<file path="src/rtl/imem_pkg.sv">
// Shared types and sizes for the instruction-memory line fetcher.
package imem_pkg;

    localparam int unsigned DATA_W = 48;
    localparam int unsigned ADDR_W = 8;
    localparam int unsigned WORDS  = 5;
    localparam int unsigned CNT_W  = $clog2(WORDS + 1);

    typedef enum logic [1:0] {
        IDLE  = 2'd0,
        FETCH = 2'd1,
        DRAIN = 2'd2,
        HOLD  = 2'd3
    } state_e;

    // Word k of a line sits at [k*DATA_W +: DATA_W]; k=0 feeds Engine lane _1
    typedef logic [WORDS-1:0][DATA_W-1:0] line_t;

    typedef struct packed {
        logic [ADDR_W-1:0] base1;
        logic [ADDR_W-1:0] base2;
    } base_pair_t;

    // Issue address for word k; wraps modulo 2^ADDR_W
    function automatic logic [ADDR_W-1:0] issue_addr(input logic [ADDR_W-1:0] base,
                                                     input logic [CNT_W-1:0]  k);
        return base + ADDR_W'(k);
    endfunction

endpackage

</file>
<file path="src/rtl/imem_line_fetcher_if.sv">
// Controller / SRAM / Engine signal bundle of the line fetcher.
interface imem_line_fetcher_if;
    import imem_pkg::*;

    logic              start;
    logic [ADDR_W-1:0] base_addr1;
    logic [ADDR_W-1:0] base_addr2;
    logic [ADDR_W-1:0] address1;
    logic [ADDR_W-1:0] address2;
    logic              sram_rd_en;
    logic [DATA_W-1:0] sram_data1;
    logic [DATA_W-1:0] sram_data2;
    line_t             line1;
    line_t             line2;
    logic              line_valid;
    logic              line_ready;
    logic              busy;

    modport master (
        output start, base_addr1, base_addr2, sram_data1, sram_data2, line_ready,
        input  address1, address2, sram_rd_en, line1, line2, line_valid, busy
    );

    modport slave (
        input  start, base_addr1, base_addr2, sram_data1, sram_data2, line_ready,
        output address1, address2, sram_rd_en, line1, line2, line_valid, busy
    );

endinterface

</file>
<file path="src/rtl/rd_valid_pipe.sv">
// Delays the SRAM read strobe by RD_LAT cycles to mark returning read data.
module rd_valid_pipe #(
    parameter int unsigned RD_LAT = 1
) (
    input  logic clock,
    input  logic reset,
    input  logic rd_en,
    output logic cap_en
);

    logic [RD_LAT-1:0] stage_q;

    // Async clear discards any reads still in flight
    always_ff @(posedge clock or posedge reset) begin
        if (reset) begin
            stage_q <= '0;
        end else begin
            stage_q[0] <= rd_en;
            for (int i = 1; i < int'(RD_LAT); i++) begin
                stage_q[i] <= stage_q[i-1];
            end
        end
    end

    assign cap_en = stage_q[RD_LAT-1];

endmodule

</file>
<file path="src/rtl/imem_line_fetcher.sv">
// Walks two SRAM banks from latched bases, assembles one line per bank and
// hands both lines to the Engine with a valid/ready handshake.
module imem_line_fetcher
    import imem_pkg::*;
#(
    parameter int unsigned RD_LAT = 1
) (
    input  logic              clock,
    input  logic              reset,
    imem_line_fetcher_if.slave bus,
    output logic [DATA_W-1:0] iMem_data1_1,
    output logic [DATA_W-1:0] iMem_data1_2,
    output logic [DATA_W-1:0] iMem_data1_3,
    output logic [DATA_W-1:0] iMem_data1_4,
    output logic [DATA_W-1:0] iMem_data1_5,
    output logic [DATA_W-1:0] iMem_data2_1,
    output logic [DATA_W-1:0] iMem_data2_2,
    output logic [DATA_W-1:0] iMem_data2_3,
    output logic [DATA_W-1:0] iMem_data2_4,
    output logic [DATA_W-1:0] iMem_data2_5
);

    localparam logic [CNT_W-1:0] WORDS_C = CNT_W'(WORDS);
    localparam logic [CNT_W-1:0] LAST_C  = CNT_W'(WORDS - 1);

    state_e            state_q, state_d;
    base_pair_t        base_q, base_d;
    logic [CNT_W-1:0]  iss_cnt_q, iss_cnt_d;
    logic [CNT_W-1:0]  cap_cnt_q;
    logic [ADDR_W-1:0] addr1_q, addr1_d, addr2_q, addr2_d;
    logic              rd_en_q, rd_en_d;
    logic              valid_q, valid_d;
    logic              busy_q, busy_d;
    logic              launch_c;
    logic              cap_en;
    line_t             line1_q, line2_q;

    rd_valid_pipe #(.RD_LAT(RD_LAT)) u_rd_valid_pipe (
        .clock  (clock),
        .reset  (reset),
        .rd_en  (rd_en_q),
        .cap_en (cap_en)
    );

    // Next-state and next-output logic
    always_comb begin
        state_d   = state_q;
        base_d    = base_q;
        iss_cnt_d = iss_cnt_q;
        addr1_d   = addr1_q;
        addr2_d   = addr2_q;
        rd_en_d   = 1'b0;
        valid_d   = valid_q;
        launch_c  = 1'b0;

        case (state_q)
            IDLE: begin
                if (bus.start) launch_c = 1'b1;
            end
            FETCH: begin
                if (iss_cnt_q == WORDS_C) begin
                    state_d = DRAIN;
                end else begin
                    rd_en_d   = 1'b1;
                    addr1_d   = issue_addr(base_q.base1, iss_cnt_q);
                    addr2_d   = issue_addr(base_q.base2, iss_cnt_q);
                    iss_cnt_d = iss_cnt_q + CNT_W'(1);
                end
            end
            DRAIN: begin
                if (cap_en && cap_cnt_q == LAST_C) begin
                    state_d = HOLD;
                    valid_d = 1'b1;
                end
            end
            HOLD: begin
                if (bus.line_ready) begin
                    state_d = IDLE;
                    valid_d = 1'b0;
                    if (bus.start) launch_c = 1'b1;
                end
            end
            default: state_d = IDLE;
        endcase

        // Accepted start issues word 0 straight away from the live bases
        if (launch_c) begin
            state_d   = FETCH;
            base_d    = '{base1: bus.base_addr1, base2: bus.base_addr2};
            rd_en_d   = 1'b1;
            addr1_d   = bus.base_addr1;
            addr2_d   = bus.base_addr2;
            iss_cnt_d = CNT_W'(1);
        end

        busy_d = (state_d != IDLE);
    end

    always_ff @(posedge clock or posedge reset) begin
        if (reset) begin
            state_q   <= IDLE;
            base_q    <= '0;
            iss_cnt_q <= '0;
            addr1_q   <= '0;
            addr2_q   <= '0;
            rd_en_q   <= 1'b0;
            valid_q   <= 1'b0;
            busy_q    <= 1'b0;
        end else begin
            state_q   <= state_d;
            base_q    <= base_d;
            iss_cnt_q <= iss_cnt_d;
            addr1_q   <= addr1_d;
            addr2_q   <= addr2_d;
            rd_en_q   <= rd_en_d;
            valid_q   <= valid_d;
            busy_q    <= busy_d;
        end
    end

    // Line capture: each marked cycle fills the next word slot
    always_ff @(posedge clock or posedge reset) begin
        if (reset) begin
            cap_cnt_q <= '0;
            line1_q   <= '0;
            line2_q   <= '0;
        end else if (launch_c) begin
            cap_cnt_q <= '0;
        end else if (cap_en && cap_cnt_q < WORDS_C) begin
            line1_q[cap_cnt_q] <= bus.sram_data1;
            line2_q[cap_cnt_q] <= bus.sram_data2;
            cap_cnt_q          <= cap_cnt_q + CNT_W'(1);
        end
    end

    assign bus.address1   = addr1_q;
    assign bus.address2   = addr2_q;
    assign bus.sram_rd_en = rd_en_q;
    assign bus.line1      = line1_q;
    assign bus.line2      = line2_q;
    assign bus.line_valid = valid_q;
    assign bus.busy       = busy_q;

    assign iMem_data1_1 = line1_q[0];
    assign iMem_data1_2 = line1_q[1];
    assign iMem_data1_3 = line1_q[2];
    assign iMem_data1_4 = line1_q[3];
    assign iMem_data1_5 = line1_q[4];
    assign iMem_data2_1 = line2_q[0];
    assign iMem_data2_2 = line2_q[1];
    assign iMem_data2_3 = line2_q[2];
    assign iMem_data2_4 = line2_q[3];
    assign iMem_data2_5 = line2_q[4];

endmodule

</file>
<file path="src/flat_wrapper.sv">
// flat-port wrapper written by rule: the top's interface ports become plain ports
module imem_line_fetcher_flat import imem_pkg::*;
#(
    parameter int unsigned RD_LAT = 1
)
  (clock, reset, iMem_data1_1, iMem_data1_2, iMem_data1_3, iMem_data1_4, iMem_data1_5, iMem_data2_1, iMem_data2_2, iMem_data2_3, iMem_data2_4, iMem_data2_5, bus_start, bus_base_addr1, bus_base_addr2, bus_sram_data1, bus_sram_data2, bus_line_ready, bus_address1, bus_address2, bus_sram_rd_en, bus_line1, bus_line2, bus_line_valid, bus_busy);
  imem_line_fetcher_if bus_i ();
  input  logic clock;
  input  logic reset;
  output logic [DATA_W-1:0] iMem_data1_1;
  output logic [DATA_W-1:0] iMem_data1_2;
  output logic [DATA_W-1:0] iMem_data1_3;
  output logic [DATA_W-1:0] iMem_data1_4;
  output logic [DATA_W-1:0] iMem_data1_5;
  output logic [DATA_W-1:0] iMem_data2_1;
  output logic [DATA_W-1:0] iMem_data2_2;
  output logic [DATA_W-1:0] iMem_data2_3;
  output logic [DATA_W-1:0] iMem_data2_4;
  output logic [DATA_W-1:0] iMem_data2_5;
  input wire logic [$bits(bus_i.start)-1:0] bus_start;
  input wire logic [$bits(bus_i.base_addr1)-1:0] bus_base_addr1;
  input wire logic [$bits(bus_i.base_addr2)-1:0] bus_base_addr2;
  input wire logic [$bits(bus_i.sram_data1)-1:0] bus_sram_data1;
  input wire logic [$bits(bus_i.sram_data2)-1:0] bus_sram_data2;
  input wire logic [$bits(bus_i.line_ready)-1:0] bus_line_ready;
  output wire logic [$bits(bus_i.address1)-1:0] bus_address1;
  output wire logic [$bits(bus_i.address2)-1:0] bus_address2;
  output wire logic [$bits(bus_i.sram_rd_en)-1:0] bus_sram_rd_en;
  output wire logic [$bits(bus_i.line1)-1:0] bus_line1;
  output wire logic [$bits(bus_i.line2)-1:0] bus_line2;
  output wire logic [$bits(bus_i.line_valid)-1:0] bus_line_valid;
  output wire logic [$bits(bus_i.busy)-1:0] bus_busy;
  assign bus_i.start = bus_start;
  assign bus_i.base_addr1 = bus_base_addr1;
  assign bus_i.base_addr2 = bus_base_addr2;
  assign bus_i.sram_data1 = bus_sram_data1;
  assign bus_i.sram_data2 = bus_sram_data2;
  assign bus_i.line_ready = bus_line_ready;
  assign bus_address1 = bus_i.address1;
  assign bus_address2 = bus_i.address2;
  assign bus_sram_rd_en = bus_i.sram_rd_en;
  assign bus_line1 = bus_i.line1;
  assign bus_line2 = bus_i.line2;
  assign bus_line_valid = bus_i.line_valid;
  assign bus_busy = bus_i.busy;
  imem_line_fetcher #(.RD_LAT(RD_LAT)) u_core (.clock(clock), .reset(reset), .bus(bus_i), .iMem_data1_1(iMem_data1_1), .iMem_data1_2(iMem_data1_2), .iMem_data1_3(iMem_data1_3), .iMem_data1_4(iMem_data1_4), .iMem_data1_5(iMem_data1_5), .iMem_data2_1(iMem_data2_1), .iMem_data2_2(iMem_data2_2), .iMem_data2_3(iMem_data2_3), .iMem_data2_4(iMem_data2_4), .iMem_data2_5(iMem_data2_5));
endmodule
</file>
<file path="config.mk">
export PLATFORM = sky130hd
export DESIGN_NAME = imem_line_fetcher_flat
export DESIGN_NICKNAME = d
export VERILOG_FILES = /design/src/rtl/imem_pkg.sv /design/src/rtl/imem_line_fetcher_if.sv /design/src/rtl/rd_valid_pipe.sv /design/src/rtl/imem_line_fetcher.sv /design/src/flat_wrapper.sv
export SDC_FILE = /design/constraint.sdc
export NUM_CORES = 1
export LEC_CHECK = 0
export BUFFER_PORTS_ARGS = -buffer_cell sky130_fd_sc_hd__buf_4
export CAP_MARGIN = 20
export CORE_AREA = 4 4 425 427
export DETAILED_ROUTE_END_ITERATION = 8
export DIE_AREA = 0 0 429 431
export SLEW_MARGIN = 5
export SYNTH_ARGS = -nofsm -noshare
export SYNTH_HDL_FRONTEND = slang
export SYNTH_SLANG_ARGS = --single-unit
</file>
<file path="constraint.sdc">
create_clock -name clock -period 38.8 [get_ports clock]
set_input_delay 5.82 -clock clock [delete_from_list [all_inputs] [get_ports clock]]
set_output_delay 5.82 -clock clock [all_outputs]
set_load 0.02 [all_outputs]
</file>
; After elaboration in Yosys (flattened, before gate mapping)
; Index checks and enable logic that the tools add are counted.
[totals]
ff_bits = 524
out_inout_bits = 979
wordCells = 77
[op_classes]
addsub = 4
n_lt_le_gt_ge = 3
n_eq_ne = 8
mux = 29
bitwise_logic = 1
reduce_logical = 11
[ops]
columns = operator, n
row1 = $bwmux 240, 2
row2 = $demux 48 s3, 1
row3 = $mux 48, 1
row4 = $mux 8, 6
row5 = $add 8x3->8, 2
row6 = $mux 3, 5
row7 = $mux 2, 4
row8 = $reduce_bool 2->1, 4
row9 = $mux 1, 7
row10 = $add 3x1->3 const B, 2
row11 = $eq 3x3->1 const B, 2
row12 = $pmux 2 s3, 1
row13 = $eq 2x2->1 const B, 2
row14 = $lt 3x4->1 const B, 1
row15 = $ne 2x1->1 const B, 2
row16 = $pmux 1 s2, 2
row17 = $reduce_and 2->1, 2
row18 = $ge 3x1->1 const B, 1
row19 = $logic_and 1x1->1, 3
row20 = $lt 3x3->1 const B, 1
row21 = $reduce_and 3->1, 1
row22 = $eq 2x1->1 const B, 1
row23 = $logic_not 2->1, 1
row24 = $ne 2x2->1 const B, 1
row25 = $not 1->1, 1

; Depth between registers and ports, before layout
; Gate-level depths: netlist of run 1.
[depth]
ltp_word = 6
mapped_depth = 9
mapped_depth_nobuf = 7

; By module
; Synthesis of run 1 repeated with hierarchy kept, for this count alone.
[hier_totals]
cells_unflattened = 1738
area_unflattened_um2 = 23767.8
[modules_own_cells]
columns = mod, instances, cells_per_inst, area_each_um2, seq_area_each_um2
row1 = imem_line_fetcher, 1, 1736, 23739.0, 13087.6
row2 = rd_valid_pipe, 1, 2, 28.8, 25.0

; Least setup slack after synthesis of run 1
; No wires, ideal clock.
[synth_path]
path_type = in2reg
from = input bus_line_ready
to = register u_core.line1_q, in the netlist u_core.iMem_data1_3[0]
setup_time_ps = 128
arrival_time_ps = 7116
setup_slack_ps = 31557
path_stages = 7
n_path_buf = 3
cell_sequence = a21oi_1 or3b_1 buf_6 nand4_4 buf_8 buf_12 mux2_1
[synth_via]
elab_chain_cells = 4
[synth_lines]
columns = element, line_no
row1 = "start, declared", flat_wrapper.sv:25  ; input wire logic [$bits(bus_i.line_ready)-1:0] bus_line_ready;
row2 = $mux 1, imem_line_fetcher.sv:77  ; if (bus.line_ready) begin
row3 = $pmux 1 s2, imem_line_fetcher.sv:56  ; case (state_q)
row4 = $not 1->1 (no source line), -
row5 = $reduce_and 2->1 (no source line), -
row6 = "end signal, assigned by index", imem_line_fetcher.sv:130  ; line1_q[cap_cnt_q] <= bus.sram_data1;
row7 = "end, declared", imem_line_fetcher.sv:36  ; line_t line1_q, line2_q;
; No other way between the ends.
; A chain may end at the register's enable or synchronous reset.

; Worst setup path after layout of run 1
[layout_path]
from = input bus_line_ready
to = register u_core.line1_q, in the netlist u_core.iMem_data1_5[32]
; The elaborated chain is that of the path after synthesis.

==> results of run 1 <==
==> kinds of logic (layout without fill, tap and decap cells) <==
family / after synthesis / after routing / share of synthesized area
compound gates: 41 / 41 / 0.0110
mux: 486 / 486 / 0.242
buf+inv: 557 / 1236 / 0.176
simple gates: 98 / 98 / 0.0208
flops: 524 / 524 / 0.537
fa+ha+maj: 17 / 17 / 0.00932
xor+xnor: 12 / 12 / 0.00430
==> worst max-delay path, delay by kind of cell <==
kind | cells | cell delay [ns]
mux | 1 | 0.42
compound gates | 1 | 0.07
buf+inv | 4 | 1.60
simple gates | 2 | 0.88
==> state kept, by name, indices dropped and copies added (netlist names) <==
signal                         flops
u_core.bus.busy                    1
u_core.iMem_data2_5               48
u_core.state_q                     2
u_core.iMem_data1_2               48
u_core.bus.address2                8
u_core.iMem_data1_5               48
u_core.iMem_data1_4               48
u_core.bus.line_valid              1
u_core.bus.address1                8
u_core.iMem_data1_3               48
u_core.iMem_data1_1               48
u_core.iMem_data2_3               48
u_core.base_q                     16
u_core.bus.sram_rd_en              1
u_core.cap_cnt_q                   3
u_core.iMem_data2_1               48
u_core.iMem_data2_4               48
u_core.iss_cnt_q                   3
u_core.u_rd_valid_pipe.cap_en      1
u_core.iMem_data2_2               48
==> per-stage QoR <==
| step | instance area [um2] | std cells | worst slack (ns) |
|---|---|---|---|
| 3_3_place_gp | 31500 | 4645 | 29.52 |
| 4_1_cts | 33600 | 4754 | 30.25 |
| 3_5_place_dp | 31500 | 4645 | 29.50 |
| 6_report | 33600 | 4754 | 30.33 |
| 5_1_grt | 33600 | 4754 | 30.02 |
| 2_1_floorplan | 24400 | 1735 | 18.34 |
==> synthesized netlist by cell type (9+ instances only) <==
library cell / number
mux2_1: 44
clkbuf_1: 9
mux2_2: 320
o21ai_0: 15
ha_1: 15
nand2_1: 55
nand3_1: 9
buf_12: 12
mux2_4: 116
buf_4: 501
inv_1: 13
dfrtp_1: 524
==> power by group <==
group	total (mW)	switching, mW	internal [mW]
sequential	1.17	0.352	0.823
combinational	2.23	1.28	0.949
clock	0.615	0.255	0.360
==> final timing paths <==
| path | endpoint | startpoint | slack [ns] | cells past startpoint |
|---|---|---|---|---|
| min in group asynchronous | u_core.iMem_data2_3[12]$_DFFE_PP0P_ | reset | 5.14 | 2 |
| setup reg to reg | u_core.iMem_data1_5[32]$_DFFE_PP0P_ | u_core.state_q[1]$_DFF_PP0_ | 34.80 | 8 |
| hold reg to reg | u_core.u_rd_valid_pipe.cap_en$_DFF_PP0_ | u_core.bus.sram_rd_en$_DFF_PP0_ | 0.39 | 0 |
| hold / removal | u_core.u_rd_valid_pipe.cap_en$_DFF_PP0_ | u_core.bus.sram_rd_en$_DFF_PP0_ | 0.39 | 0 |
| max in group asynchronous | u_core.iMem_data1_4[37]$_DFFE_PP0P_ | reset | 30.54 | 5 |
| setup / recovery | u_core.iMem_data1_5[32]$_DFFE_PP0P_ | bus_line_ready | 30.33 | 8 |
==> final cells by class <==
class                   count  area (um2)  share of cell area
flip-flops and latches    524       13100               0.390
clock buffers              84        1770              0.0528
multi-input cells         654        7020               0.209
clock inverters            25         363              0.0108
inverters                  13        56.3             0.00167
well taps                2340        2930              0.0871
repair buffers           1114        8360               0.249
==> per-layer routing <==
| layer | GRT usage | wire [um] | up-vias |
|---|---|---|---|
| met5 | 0.00461 | 124 | - |
| met4 | 0.0371 | 3420 | 2 |
| met3 | 0.0596 | 13300 | 115 |
| met2 | 0.209 | 59300 | 707 |
| met1 | 0.135 | 43900 | 8330 |
| li1 | - | - | 6673 |
==> results by group, run 1 <==
Timing
  • Setup Total Neg Slack: 0 ns
  • Hold slack: 0.393 ns
  • Endpoints failing hold: 0
  • RSZ-0062 raised after global routing: no
  • Final setup violation count: 0
  • Period minus WS final: 8.47 ns
  • Final slew viol count: 0
  • Clk_skew: 0.0402 ns
  • Period utilization: 0.218
  • Worst-Margin Slew: 1.17 ns
  • Tightest slew margin relative to the limit: 0.221
  • Maximum clock rate: 118 MHz

Cells and area
  • Commonest cells after routing, fill and taps aside: buf_4, dfrtp_1, mux2_2
  • Most common cell after layout, fill and taps aside: buf_4
  • Synth-to-Final Area Change: 37.6%
  • Diodes inserted: 0
  • Share of cells above drive strength 1: 0.687
  • Core Util, Final: 0.191
  • # fillers: 19200
  • Nets: 2501

Clocking
  • CTS clock-pin slew for the worst setup and hold paths: 0.07 ns
  • Clk sinks: 524
  • Post-CTS Hold Buffers: 0
  • TritonCTS clock tree: done
  • CTS Buf Count: 61
  • Total setup buffers inserted after CTS: 0
  • Clock buffer depth: 3
  • Worst skew pair latency: 0.69 ns
  • Root Buffer: clkbuf_16
  • Post-CTS sizing: 0
  • Htree depth: 2

Floorplan
  • Initial Util: 0.139
  • Die X-Extent: 429 um
  • Die Area: 185000 um2
  • Ports: 1095
  • Die height: 431 um
  • Core area: 176000 um2
  • Rows: 154

Synthesis
  • Post-synth EDFFs: 0
  • Mapped Nets: 1868
  • Sequential-to-total area share from yosys stat: 0.537
  • FF+latch count, synth: 524
  • Dominant cells by area after synthesis: dfrtp_1, buf_4, mux2_2, mux2_4, mux2_1
  • Synthesized area: 24400 um2
  • Synth area leader: dfrtp_1
  • Asr flop ratio synth: 1.00
  • Netlist cell types: 44
  • Cells after synthesis: 1735
  • Post-synthesis average cell area: 14.1 um2
  • Ys flop type: dfrtp_1
  • YS warnings: 0
  • Share of the synthesized area in the top cell type: 0.537

Routing
  • Iter 0 DRT Violations: 831
  • Drt pass-1 iters: 5
  • Via-to-Cell Ratio: 3.33
  • Vias: 15800
  • # DRC: 0
  • Drt total wl: 120000 um
  • ANT nets after route: 0
  • Post-DR wirelength/cell: 25.2 um

GRT
  • Total GRT Usage: 0.123
  • Initial antenna violation count: 3
  • First-pass GRT wire length: 157000 um
  • Total grt overflow: 0
  • Vias in the first global route: 16300
  • Pin count of the biggest net entering global routing: 77

Setup path
  • CP Data Required Time: 39.34 ns
  • Slowest-stage cell, CP: buf_4
  • CP Capture Type: flop
  • Critical Path Source Type: input port
  • Worst Path Arrival: 9.01 ns
  • Most used cell, CP: buf_4
  • Crit path largest cell delay: 0.65 ns
  • CP cell instances: buf_4, a21oi_1, or3b_1, buf_4, nand4_4, buf_4, buf_4, mux2_2
  • Crit Path Class: in2reg
  • Critical Path Fanout Max: 40

Min path
  • Min-Delay Path Class: reg2reg

Power
  • Pwr per Cell Area: 120 nW/um2
  • Worst VDD drop: 0.0641 mV
  • Tot Pwr: 4.02 mW
  • Standby leakage power: 16.1 nW

Placement
  • IO Port Bufs: 1094
  • GP Congestion: 0.901
  • Hpwl dp: 98000 um

Job
  • Max-cap viol count: 0

Status
  • Status: complete, no violations
No activity file was read; power rests on OpenSTA's default activity.
==> run 2: changes to the inputs <==
- ABC_AREA: default -> 1
- CORE_AREA: 4 4 425 427 -> 4 4 428 430
- DIE_AREA: 0 0 429 431 -> 0 0 432 434
- clock period: 38.8 -> 8.64 ns (I/O delays scaled with it)
==> results by group, run 2 <==
Routing
  • Drt total wl: 132000 um
  • ANT nets after route: 0
  • Via-to-Cell Ratio: 3.51
  • Iter 0 DRT Violations: 1670
  • Drt pass-1 iters: 5
  • # DRC: 0
  • Vias: 19300
  • Post-DR wirelength/cell: 24.0 um

Cells and area
  • Area of the multi-input gates: 6290 um2
  • Register area: 13100 um2
  • Share of cells above drive strength 1: 0.468
  • Most common cell after layout, fill and taps aside: buf_4
  • Core Util, Final: 0.187
  • Non-Filler Instances: 5489
  • Commonest cells after routing, fill and taps aside: buf_4, nand2_1, dfrtp_1
  • Fin area: 33700 um2
  • Synth-to-Final Area Change: 36.3%
  • # fillers: 19800
  • Nets: 3201

Timing
  • Clk_skew: 0.0499 ns
  • Endpoints failing hold: 0
  • Worst-Margin Slew: 1.16 ns
  • Hold slack: 0.491 ns
  • Period minus WS final: 3.86 ns
  • Slack of the critical path: 4.78 ns
  • Period utilization: 0.447
  • Final setup violation count: 0
  • Final slew viol count: 0
  • RSZ-0062 raised after global routing: no
  • Setup Total Neg Slack: 0 ns
  • Maximum clock rate: 259 MHz
  • Tightest slew margin relative to the limit: 0.224

Synthesis
  • Asr flop ratio synth: 1.00
  • List of most frequent post-synthesis cells: nand2_1, dfrtp_1, buf_4
  • Mapped Nets: 2611
  • Post-synthesis average cell area: 9.97 um2
  • Post-synthesis xor/xnor area fraction: 0
  • Main combinational cell family by area after synthesis: buffers and inverters
  • FF+latch count, synth: 524
  • Dominant cells by area after synthesis: dfrtp_1, buf_4, nand2_1, o21ai_2, buf_6
  • Synthesized area: 24700 um2
  • Share of the synthesized area in the top cell type: 0.531
  • Mux contribution to synthesized area: 0
  • Synth Area in Simple Gates: 0.101
  • Sequential-to-total area share from yosys stat: 0.531
  • Synth Area in Compound Gates: 0.144
  • Most frequent cell after synthesis: nand2_1
  • YS warnings: 0
  • Ys flop type: dfrtp_1
  • Synth area leader: dfrtp_1
  • Synthesized-area fraction occupied by adder cells: 0.00922
  • Netlist cell types: 30
  • Cells after synthesis: 2478
  • Post-synth EDFFs: 0

Placement
  • IO Port Bufs: 1094
  • Pre-CTS worst setup slack: 4.20 ns
  • Placed insts: 5367
  • GP Congestion: 0.941
  • Hpwl dp: 107000 um
  • Area after DPL: 31400 um2

Setup path
  • Worst-case reg-to-reg path depth: 9
  • R2r setup slk: 4.78 ns
  • Worst Path Arrival: 4.42 ns
  • CP Capture Type: flop
  • CP Data Required Time: 9.20 ns
  • Reg2Reg Launch Point: u_core.state_q[0]$_DFF_PP0_
  • Critical Path Source Type: flop
  • Crit Path Class: reg2reg
  • Critical Path Fanout Max: 68
  • RR Endpoint: u_core.iMem_data2_1[11]$_DFFE_PP0P_

Clocking
  • Root Buffer: clkbuf_16
  • Htree depth: 3
  • CTS Buf Count: 68
  • Total setup buffers inserted after CTS: 0
  • Post-CTS sizing: 0
  • Worst skew pair latency: 0.68 ns
  • Clock buffer depth: 3
  • CTS clock-pin slew for the worst setup and hold paths: 0.06 ns
  • Clk sinks: 524
  • TritonCTS clock tree: done
  • Post-CTS Hold Buffers: 0

Min path
  • Hold endpoint: u_core.u_rd_valid_pipe.cap_en$_DFF_PP0_
  • Min-Delay Path Class: reg2reg
  • Min-delay src: u_core.bus.sram_rd_en$_DFF_PP0_
  • Hold Crit Depth: 0

Power
  • Clock power frac: 0.168
  • Internal: 8.64 mW
  • Worst VDD drop: 0.270 mV
  • P_sw: 8.58 mW
  • Switching part of the total power: 0.498
  • Sequential share of power: 0.293
  • Standby leakage power: 17.0 nW
  • Pwr per Cell Area: 511 nW/um2
  • Tot Pwr: 17.2 mW
  • Power share of the combinational group: 0.540

Floorplan
  • Initial Util: 0.137
  • Die Area: 187000 um2
  • Ports: 1095
  • Die X-Extent: 432 um
  • Rows: 156
  • Die height: 434 um
  • Core area: 180000 um2

GRT
  • First-pass GRT wire length: 169000 um
  • Vias in the first global route: 18000
  • Total GRT Usage: 0.133
  • Pin count of the biggest net entering global routing: 129
  • Initial antenna violation count: 8
  • Total grt overflow: 0

Job
  • Max-cap viol count: 0

Status
  • Status: complete, no violations
[run 2: changes by cell type after synthesis, sizes merged, moves of 20 or more]
cell	previous run	this run
inv	13	171
nand3	10	30
o21ai	15	519
mux2	480	0
nand2	55	573
buf	535	585
[run 2: final cells by class]
cell class,instances,share of cell area
timing repair buffer,1115,0.250
tap,2370,0.0880
antenna,4,0.000297
inverter,171,0.0192
clock buffer,96,0.0597
sequential,524,0.389
multi-input combinational,1188,0.187
clock inverter,21,0.00698
[run 2: worst max-delay path: stages (launching register included)]
cell	delay [ns]
dfrtp_1	0.40
inv_1	0.10
ha_1	0.35
nor2_4	0.22
nand2_4	0.40
nand3_4	0.71
buf_4	0.53
buf_4	0.67
nand2_1	0.15
o21ai_2	0.09
[run 2: metal layers]
metal,vias to the layer above,global-route usage,share of wire
met5,-,0,0.00019
li1,8652,-,-
met2,845,0.210,0.47
met4,4,0.0423,0.032
met3,140,0.0573,0.10
met1,9624,0.163,0.40
[run 2: worst max path at each step]
stage	start	end	slack, ns	cells past startpoint
5_1_grt	u_core.state_q[0]$_DFF_PP0_	u_core.iMem_data2_1[45]$_DFFE_PP0P_	4.41	9
2_1_floorplan	reset	u_core.base_q[0]$_DFFE_PP0P_	0.22	1
3_3_place_gp	bus_start	u_core.iMem_data2_1[47]$_DFFE_PP0P_	4.24	9
6_report	u_core.state_q[0]$_DFF_PP0_	u_core.iMem_data2_1[11]$_DFFE_PP0P_	4.78	9
4_1_cts	u_core.state_q[0]$_DFF_PP0_	u_core.iMem_data2_1[11]$_DFFE_PP0P_	4.69	9
3_5_place_dp	bus_start	u_core.iMem_data2_1[7]$_DFFE_PP0P_	4.20	9
[run 2: power groups by stage]
stage,logic (mW),clock network (mW),registers (mW)
detailed placement,9.45,0,5.02
global route,9.95,3.08,5.14
global placement,9.38,0,5.00
floorplan,4.96,0,5.65
CTS,9.47,3.00,5.01
finish,9.30,2.88,5.04
[run 2: cell families after synthesis]
group	after synthesis
AO/OA/AOI/OAI	538
adder cells (fa/ha/maj)	17
buffers and inverters	766
flip-flops	524
AND/OR/NAND/NOR	633
